`config.mk`:
```
export PLATFORM = sky130hd
export DESIGN_NAME = not10_share_ctrl
export DESIGN_NICKNAME = d
export VERILOG_FILES = /design/src/rtl/not10_share_ctrl_pkg.sv /design/src/rtl/not10_share_ctrl_not10bit.sv /design/src/rtl/not10_share_ctrl.sv
export SDC_FILE = /design/constraint.sdc
export NUM_CORES = 1
export LEC_CHECK = 0
export BUFFER_PORTS_ARGS = -buffer_cell sky130_fd_sc_hd__buf_2
export CAP_MARGIN = 10
export CORE_MARGIN = 5
export CORE_UTILIZATION = 48
export CTS_CLUSTER_DIAMETER = 80
export DETAILED_ROUTE_END_ITERATION = 8
export HOLD_SLACK_MARGIN = 0.12
export PLACE_DENSITY = 0.77
export SYNTH_ARGS = -nofsm -noshare
export SYNTH_HDL_FRONTEND = slang
export SYNTH_SLANG_ARGS = --single-unit
```
`constraint.sdc`:
```
create_clock -name clk -period 1.58 [get_ports clk]
set_clock_uncertainty 0.1 [all_clocks]
set_input_delay 0.316 -clock clk [delete_from_list [all_inputs] [get_ports clk]]
set_output_delay 0.316 -clock clk [all_outputs]
set_load 0.03 [all_outputs]
```
`src/rtl/not10_share_ctrl_pkg.sv`:
```
// Shared definitions for the not10bit sharing controller.
//   CA_WIDTH : operand/result width of the shared not10bit inverter.
//   state_e  : controller FSM encoding (2'd3 is unused and recovers to IDLE).
package not10_share_ctrl_pkg;

    localparam int CA_WIDTH = 10;

    typedef enum logic [1:0] {
        ST_IDLE  = 2'd0,
        ST_GRANT = 2'd1,
        ST_DONE  = 2'd2
    } state_e;

endpackage

```
`src/rtl/not10_share_ctrl_not10bit.sv`:
```
// not10bit: pure bitwise inverter shared by all requesters of the controller.
// Ports:
//   data_in : operand (WIDTH bits)
//   res     : ~data_in (WIDTH bits), combinational
module not10bit
    import not10_share_ctrl_pkg::*;
#(
    parameter int WIDTH = CA_WIDTH
) (
    input  logic [WIDTH-1:0] data_in,
    output logic [WIDTH-1:0] res
);

    assign res = ~data_in;

endmodule

```
`src/rtl/not10_share_ctrl.sv`:
```
// not10_share_ctrl: round-robin arbiter that time-shares one not10bit inverter
// between NREQ requesters. Each operation runs IDLE -> GRANT -> DONE, so one
// result is produced at most every three cycles.
// Ports:
//   clk       : system clock, rising edge
//   rst_n     : asynchronous active-low reset
//   req       : per-requester request level (bit i = requester i)
//   data_in   : operands, requester i on [i*WIDTH +: WIDTH]
//   gnt       : registered one-hot grant pulse (1 cycle)
//   res       : registered inverted operand, held until the next result
//   res_valid : result strobe (1 cycle)
//   res_id    : requester index that owns res
//   busy      : high whenever the FSM is not in IDLE
module not10_share_ctrl
    import not10_share_ctrl_pkg::*;
#(
    parameter int WIDTH = CA_WIDTH,
    parameter int NREQ  = 2,
    parameter int IDW   = 2
) (
    input  logic                  clk,
    input  logic                  rst_n,
    input  logic [NREQ-1:0]       req,
    input  logic [NREQ*WIDTH-1:0] data_in,
    output logic [NREQ-1:0]       gnt,
    output logic [WIDTH-1:0]      res,
    output logic                  res_valid,
    output logic [IDW-1:0]        res_id,
    output logic                  busy
);

    state_e             state_q;
    logic [IDW-1:0]     rr_ptr_q;
    logic [IDW-1:0]     id_q;
    logic [WIDTH-1:0]   op_q;
    logic [NREQ-1:0]    gnt_q;
    logic [WIDTH-1:0]   res_q;
    logic               res_valid_q;
    logic [IDW-1:0]     res_id_q;

    logic               found_d;
    logic [IDW-1:0]     win_d;
    logic [WIDTH-1:0]   op_d;
    logic [NREQ-1:0]    gnt_d;
    logic [IDW-1:0]     rr_ptr_d;
    logic [WIDTH-1:0]   inv_res;

    // Round-robin search: first set request at or above ptr, wrapping modulo
    // NREQ. The request vector is doubled and rotated so bit 0 of rot is
    // always the candidate under test; indices >= NREQ can never be chosen.
    function automatic logic [IDW:0] rr_pick(input logic [NREQ-1:0] r,
                                             input logic [IDW-1:0]  ptr);
        logic [2*NREQ-1:0] rot;
        logic              found;
        logic [IDW-1:0]    win;
        rot   = {r, r} >> ptr;
        found = 1'b0;
        win   = '0;
        for (int off = 0; off < NREQ; off++) begin
            if (!found && rot[0]) begin
                found = 1'b1;
                win   = IDW'((int'(ptr) + off) % NREQ);
            end
            rot = rot >> 1;
        end
        return {found, win};
    endfunction

    always_comb begin
        {found_d, win_d} = rr_pick(req, rr_ptr_q);
        op_d = '0;
        for (int i = 0; i < NREQ; i++) begin
            if (win_d == IDW'(i)) begin
                op_d = data_in[i*WIDTH +: WIDTH];
            end
        end
        gnt_d    = NREQ'(1) << win_d;
        rr_ptr_d = IDW'((int'(win_d) + 1) % NREQ);
    end

    not10bit #(
        .WIDTH (WIDTH)
    ) u_inv (
        .data_in (op_q),
        .res     (inv_res)
    );

    always_ff @(posedge clk or negedge rst_n) begin
        if (!rst_n) begin
            state_q     <= ST_IDLE;
            rr_ptr_q    <= '0;
            id_q        <= '0;
            op_q        <= '0;
            gnt_q       <= '0;
            res_q       <= '0;
            res_valid_q <= 1'b0;
            res_id_q    <= '0;
        end else begin
            // Strobes are single-cycle; only the active state re-raises them.
            gnt_q       <= '0;
            res_valid_q <= 1'b0;
            case (state_q)
                ST_IDLE: begin
                    if (found_d) begin
                        gnt_q    <= gnt_d;
                        op_q     <= op_d;
                        id_q     <= win_d;
                        rr_ptr_q <= rr_ptr_d;
                        state_q  <= ST_GRANT;
                    end
                end
                ST_GRANT: begin
                    res_q       <= inv_res;
                    res_id_q    <= id_q;
                    res_valid_q <= 1'b1;
                    state_q     <= ST_DONE;
                end
                ST_DONE: begin
                    state_q <= ST_IDLE;
                end
                default: begin
                    state_q <= ST_IDLE;
                end
            endcase
        end
    end

    assign gnt       = gnt_q;
    assign res       = res_q;
    assign res_valid = res_valid_q;
    assign res_id    = res_id_q;
    assign busy      = (state_q != ST_IDLE);

endmodule
```
# Yosys cells after proc, flatten, opt, wreduce, memory -nomap -nowiden
# Cells that the tools add are included.
[word_totals]
register_bits = 31
in_bits = 24
wordCells = 35
[op_classes]
n_addsub = 2
n_eq_ne = 3
shift = 2
n_mux = 11
bitwise_logic = 3
reduce_logical = 6
[ops]
columns = ["cell", "count"]
rows = [
  ["$mux W10", 2],
  ["$not A10 Y10", 1],
  ["$mux W2", 4],
  ["$eq A2 B1 Y1 const B", 2],
  ["$logic_not A2 Y1", 2],
  ["$mux W1", 4],
  ["$pmux W2 S2", 1],
  ["$shr A4 B2 Y2", 1],
  ["$add A1 B1 Y1 const B", 2],
  ["$and A1 B1 Y1 const A", 2],
  ["$ne A2 B2 Y1 const B", 1],
  ["$reduce_and A2 Y1", 1],
  ["$reduce_bool A2 Y1", 1],
  ["$shl A1 B2 Y2 const A", 1],
  ["$logic_and A1 B1 Y1", 1],
  ["$logic_not A1 Y1", 1],
]

# Longest topological paths before layout
[depth]
depth_word = 8
ltp_mapped = 5
depth_no_buf = 4

# Hierarchy
# Synthesis repeated with hierarchy kept, for this count alone.
[hier_totals]
hier_cells = 103
hier_area_um2 = 1258.7
[modules_own_cells]
columns = ["mod", "instances", "cells_per_inst", "area_each_um2", "seq_area_each_um2"]
rows = [
  ["not10_share_ctrl", 1, 93, 1221.2, 700.7],
  ["not10bit", 1, 10, 37.5, 0.0],
]

# Worst setup path before layout
# Ideal clock, no wire load.
[synth_path]
path_kind = "flip-flop to flip-flop"
from = "register state_q[0]"
to = "register op_q[5]"
setup_time_ns = 0.138
t_arrival_ns = 0.962
required_time_ns = 1.342
setup_slack_ns = 0.381
stages_incl_launch_ff = 6
n_path_buf = 1
synth_period_minus_slack_ns = 1.199
cell_sequence = "dfrtp_1 -> nor2_4 -> inv_2 -> buf_6 -> o21ai_1 -> o221ai_1"
[synth_between]
elab_chain_cells = 2
[synth_lines]
columns = ["element", "line_no", "rtl"]
rows = [
  ["start: declaration", "not10_share_ctrl.sv:32", "state_e state_q;"],
  ["start signal: assignment", "not10_share_ctrl.sv:90", "state_q <= ST_IDLE;"],
  ["start signal: assignment", "not10_share_ctrl.sv:109", "state_q <= ST_GRANT;"],
  ["start signal: assignment", "not10_share_ctrl.sv:116", "state_q <= ST_DONE;"],
  ["$logic_not A2 Y1", "not10_share_ctrl.sv:102", "case (state_q)"],
  ["$reduce_and A2 Y1 (no source line)", "n/a", ""],
  ["end signal: assignment", "not10_share_ctrl.sv:106", "op_q <= op_d;"],
  ["end: declaration", "not10_share_ctrl.sv:35", "logic [WIDTH-1:0] op_q;"],
]
# Every way passes these cells.
# A chain may end at the register's enable or synchronous reset.

# Final worst setup path
[layout_path]
from = "register state_q[0]"
to = "output busy"
[layout_between]
elab_chain_cells = 1
[layout_lines]
columns = ["element", "line_no", "rtl"]
rows = [
  ["$reduce_bool A2 Y1", "not10_share_ctrl.sv:132", "assign busy = (state_q != ST_IDLE);"],
  ["end: declaration", "not10_share_ctrl.sv:29", "output logic busy"],
]
# Every way passes these cells.

==> results by group <==
Worst hold path
  • Worst Hold Class: in -> reg
  • Worst hold path startpoint: data_in[5]
  • WHS Endpoint: op_q[5]
  • Hold depth: 3

Pwr
  • Int Power: 1.80 mW
  • Switching portion of total power: 0.420
  • Switch Pwr: 1.30 mW
  • Cell Pwr Density: between 2000 and 2500 nW/µm²
  • Combinational share of power: 0.453
  • Clk pwr share: 0.149
  • Seq pwr share: 0.398
  • Peak supply drop: 1.14 mV
  • P_leak: 0.815 nW

Logic synthesis
  • Post-synthesis sequential area ratio: 0.597
  • Distinct cells, synth: 18
  • Area share of the largest cell type after synthesis: 0.597
  • Synthesis-stage register bit count: 28
  • Post-Syn Nets: between 100 and 150
  • Post-synthesis area per instance: 10.1 µm²
  • Most area-consuming cells after synthesis: dfrtp_1 (60%), inv_1 (7.7%), o21ai_0 (6.8%)
  • Largest area contributor in the netlist: dfrtp_1
  • Mapped cell area: ~1200 µm²
  • Ys Warns: 0
  • Mapped Cells: between 100 and 150

Cells and area
  • Area grow syn2layout: 23.9%
  • Post-Layout Inst Area: around 1500 µm²
  • Layout cells sized above 1: 0.338
  • Register area: 701 µm²
  • Fill cells: approximately 210
  • Area occupied by multi-input gates: 323 µm²
  • Final nets: between 150 and 200
  • N_diodes: 0

Die
  • Die H: 59.4 µm
  • Core footprint: 2410 µm²
  • Die width: about 59 µm
  • Row Count: 18
  • I/O pin cnt: 40
  • Initial Util: 0.487
  • Die footprint: 3530 µm²

Routing
  • Vias per inst: 4.82
  • Final ANT Viol Nets: 0
  • Total Routed Length: 2540 µm
  • DR iter-0 viols: 11
  • WL per Instance: 13.6 µm
  • Vias: 902
  • Detailed Routing Iterations Pass 1: 4
  • DRC: 0

Placement
  • Port bufs: 38
  • Placer Congestion: 0.668
  • DP Worst Slack: about 0.28 ns
  • Post-place instance area: 1370 µm²
  • Post-DP HPWL: 1800 µm

Timing
  • Setup WS post-layout: 0.0445 ns
  • Minimum hold slack: 0.134 ns
  • Max Fclk: between 600 and 700 MHz
  • Worst Max-Slew Pin Slew: slightly below 0.6 ns
  • Slew HR: 0.602
  • Count of final hold-check violations: 0
  • Setup-failing EPs final: 0
  • Final Max Slew Viols: 0
  • Final worst-path cycle share: 0.972
  • Fin crit period: 1.54 ns
  • Setup TNS: 0 ns
  • RSZ-0062 raised after global routing: yes

Setup path
  • Req. time, crit path: about 1.2 ns
  • FF-to-FF setup slack: ~0.090 ns
  • Reg-to-reg startpoint: state_q[0]
  • Type of origin of the critical path: flip-flop
  • Largest fanout on the critical path: 2
  • Worst EP arrival: 1.12 ns
  • FF-to-FF End: op_q[1]
  • CP Class: reg -> out
  • R2R cell count: 4
  • Critical path endpoint category: output port

Clock network
  • Clock sink count: 28
  • Clock root buffer: clkbuf_4
  • CTS H-tree depth: 1
  • Clk buf depth: 2
  • CTS tree: built
  • Clock transition at path regs: 0.16 ns
  • CTS buffer count: 3
  • Worst-Skew Late Latency: 0.33 ns

Global routing
  • Largest net degree at the start of global routing: 29
  • First-pass GRT wire length: ~4300 µm
  • GRT overflow: 0
  • Vias in the first global route: 1004
  • Initial antenna violation count: 0
  • GRT Resource Usage Total: 0.164

Status
  • Status: complete, no violations

Run
  • Maxcap violations: 0
==> through the flow <==
stage | std cells | utilization | power [mW]
3_5_place_dp | 180 | 0.567 | 2.58
6_report | 187 | 0.603 | 3.10
3_3_place_gp | 180 | 0.567 | 2.50
4_1_cts | 187 | 0.602 | 3.11
2_1_floorplan | 116 | - | 2.22
5_1_grt | 187 | 0.603 | 3.33
==> layout by cell type (no fill, tap or decap) <==
master	n
nand3_2	2
nor2_1	2
nand2b_1	2
o221ai_1	9
nand2_1	16
inv_4	1
buf_4	5
buf_2	37
buf_6	1
o21ai_2	1
nor2_4	1
clkbuf_4	3
o21ai_0	16
o221ai_2	1
o21ai_1	5
dlygate4sd3_1	1
dfrtp_1	28
conb_1	1
bufinv_16	1
inv_1	24
==> worst max path at each step <==
stage                    to  depth (start not counted)        from  slack (ns)
floorplan           op_q[5]                          5  state_q[0]        0.38
global placement       busy                          3  state_q[0]        0.31
detailed placement     busy                          3  state_q[0]        0.28
CTS                    busy                          3  state_q[1]        0.05
global route           busy                          3  state_q[0]      -0.004
finish                 busy                          3  state_q[0]        0.04
==> logic make-up (layout without fill, tap and decap cells) <==
logic type / Yosys count / in the layout / share of synthesized area
buf+inv: 32 / 73 / 0.128
compound gates: 32 / 32 / 0.177
simple gates: 23 / 23 / 0.0949
other cells: 1 / 1 / 0.00320
flops: 28 / 28 / 0.597
==> critical path, cell delays in order (launching register included) <==
cell	delay [ns]
dfrtp_1	0.44
nor2_4	0.16
inv_4	0.05
buf_6	0.13
==> flip-flops by register name, summed over array words and instances (netlist names) <==
signal	cells
gnt	2
res	10
id_q	1
state_q	2
op_q	10
rr_ptr_q	1
res_id	1
res_valid	1
==> layout make-up <==
class	count	share of cell area
repair buffers	44	0.168
multi-input cells	56	0.222
flip-flops and latches	28	0.482
well taps	30	0.0258
clock buffers	3	0.0155
clock inverters	1	0.0207
inverters	25	0.0663
==> what timing repair did <==
item,in CTS,in global routing
hold endpoints to repair,28,0
endpoints found under the setup margin,1,1
pin swaps,1,1
hold buffers,1,0
resized for setup,2,1
buffers inserted,2,0
==> Yosys cell counts <==
library cell	instances
nand2b_1	2
nand2_1	16
o21ai_0	16
clkbuf_2	1
o21ai_2	1
inv_1	24
buf_4	1
o221ai_2	1
conb_1	1
nand3_2	2
buf_6	3
nor2_4	1
o21ai_1	5
nor2_1	2
inv_2	1
dfrtp_1	28
buf_2	2
o221ai_1	9
==> metal layers <==
metal,GRT usage,up-vias,part of all wire
met5,0,-,0
met4,0.0906,0,0.021
met3,0.0283,4,0.042
met2,0.301,19,0.53
met1,0.175,424,0.40
li1,-,455,-
==> power groups by stage <==
stage,clock network (mW),registers [mW],logic (mW)
finish,0.463,1.24,1.41
global placement,0,1.23,1.27
floorplan,0,1.56,0.661
global route,0.498,1.28,1.55
detailed placement,0,1.25,1.32
CTS,0.473,1.24,1.40
(Power assumes the default switching activity.)
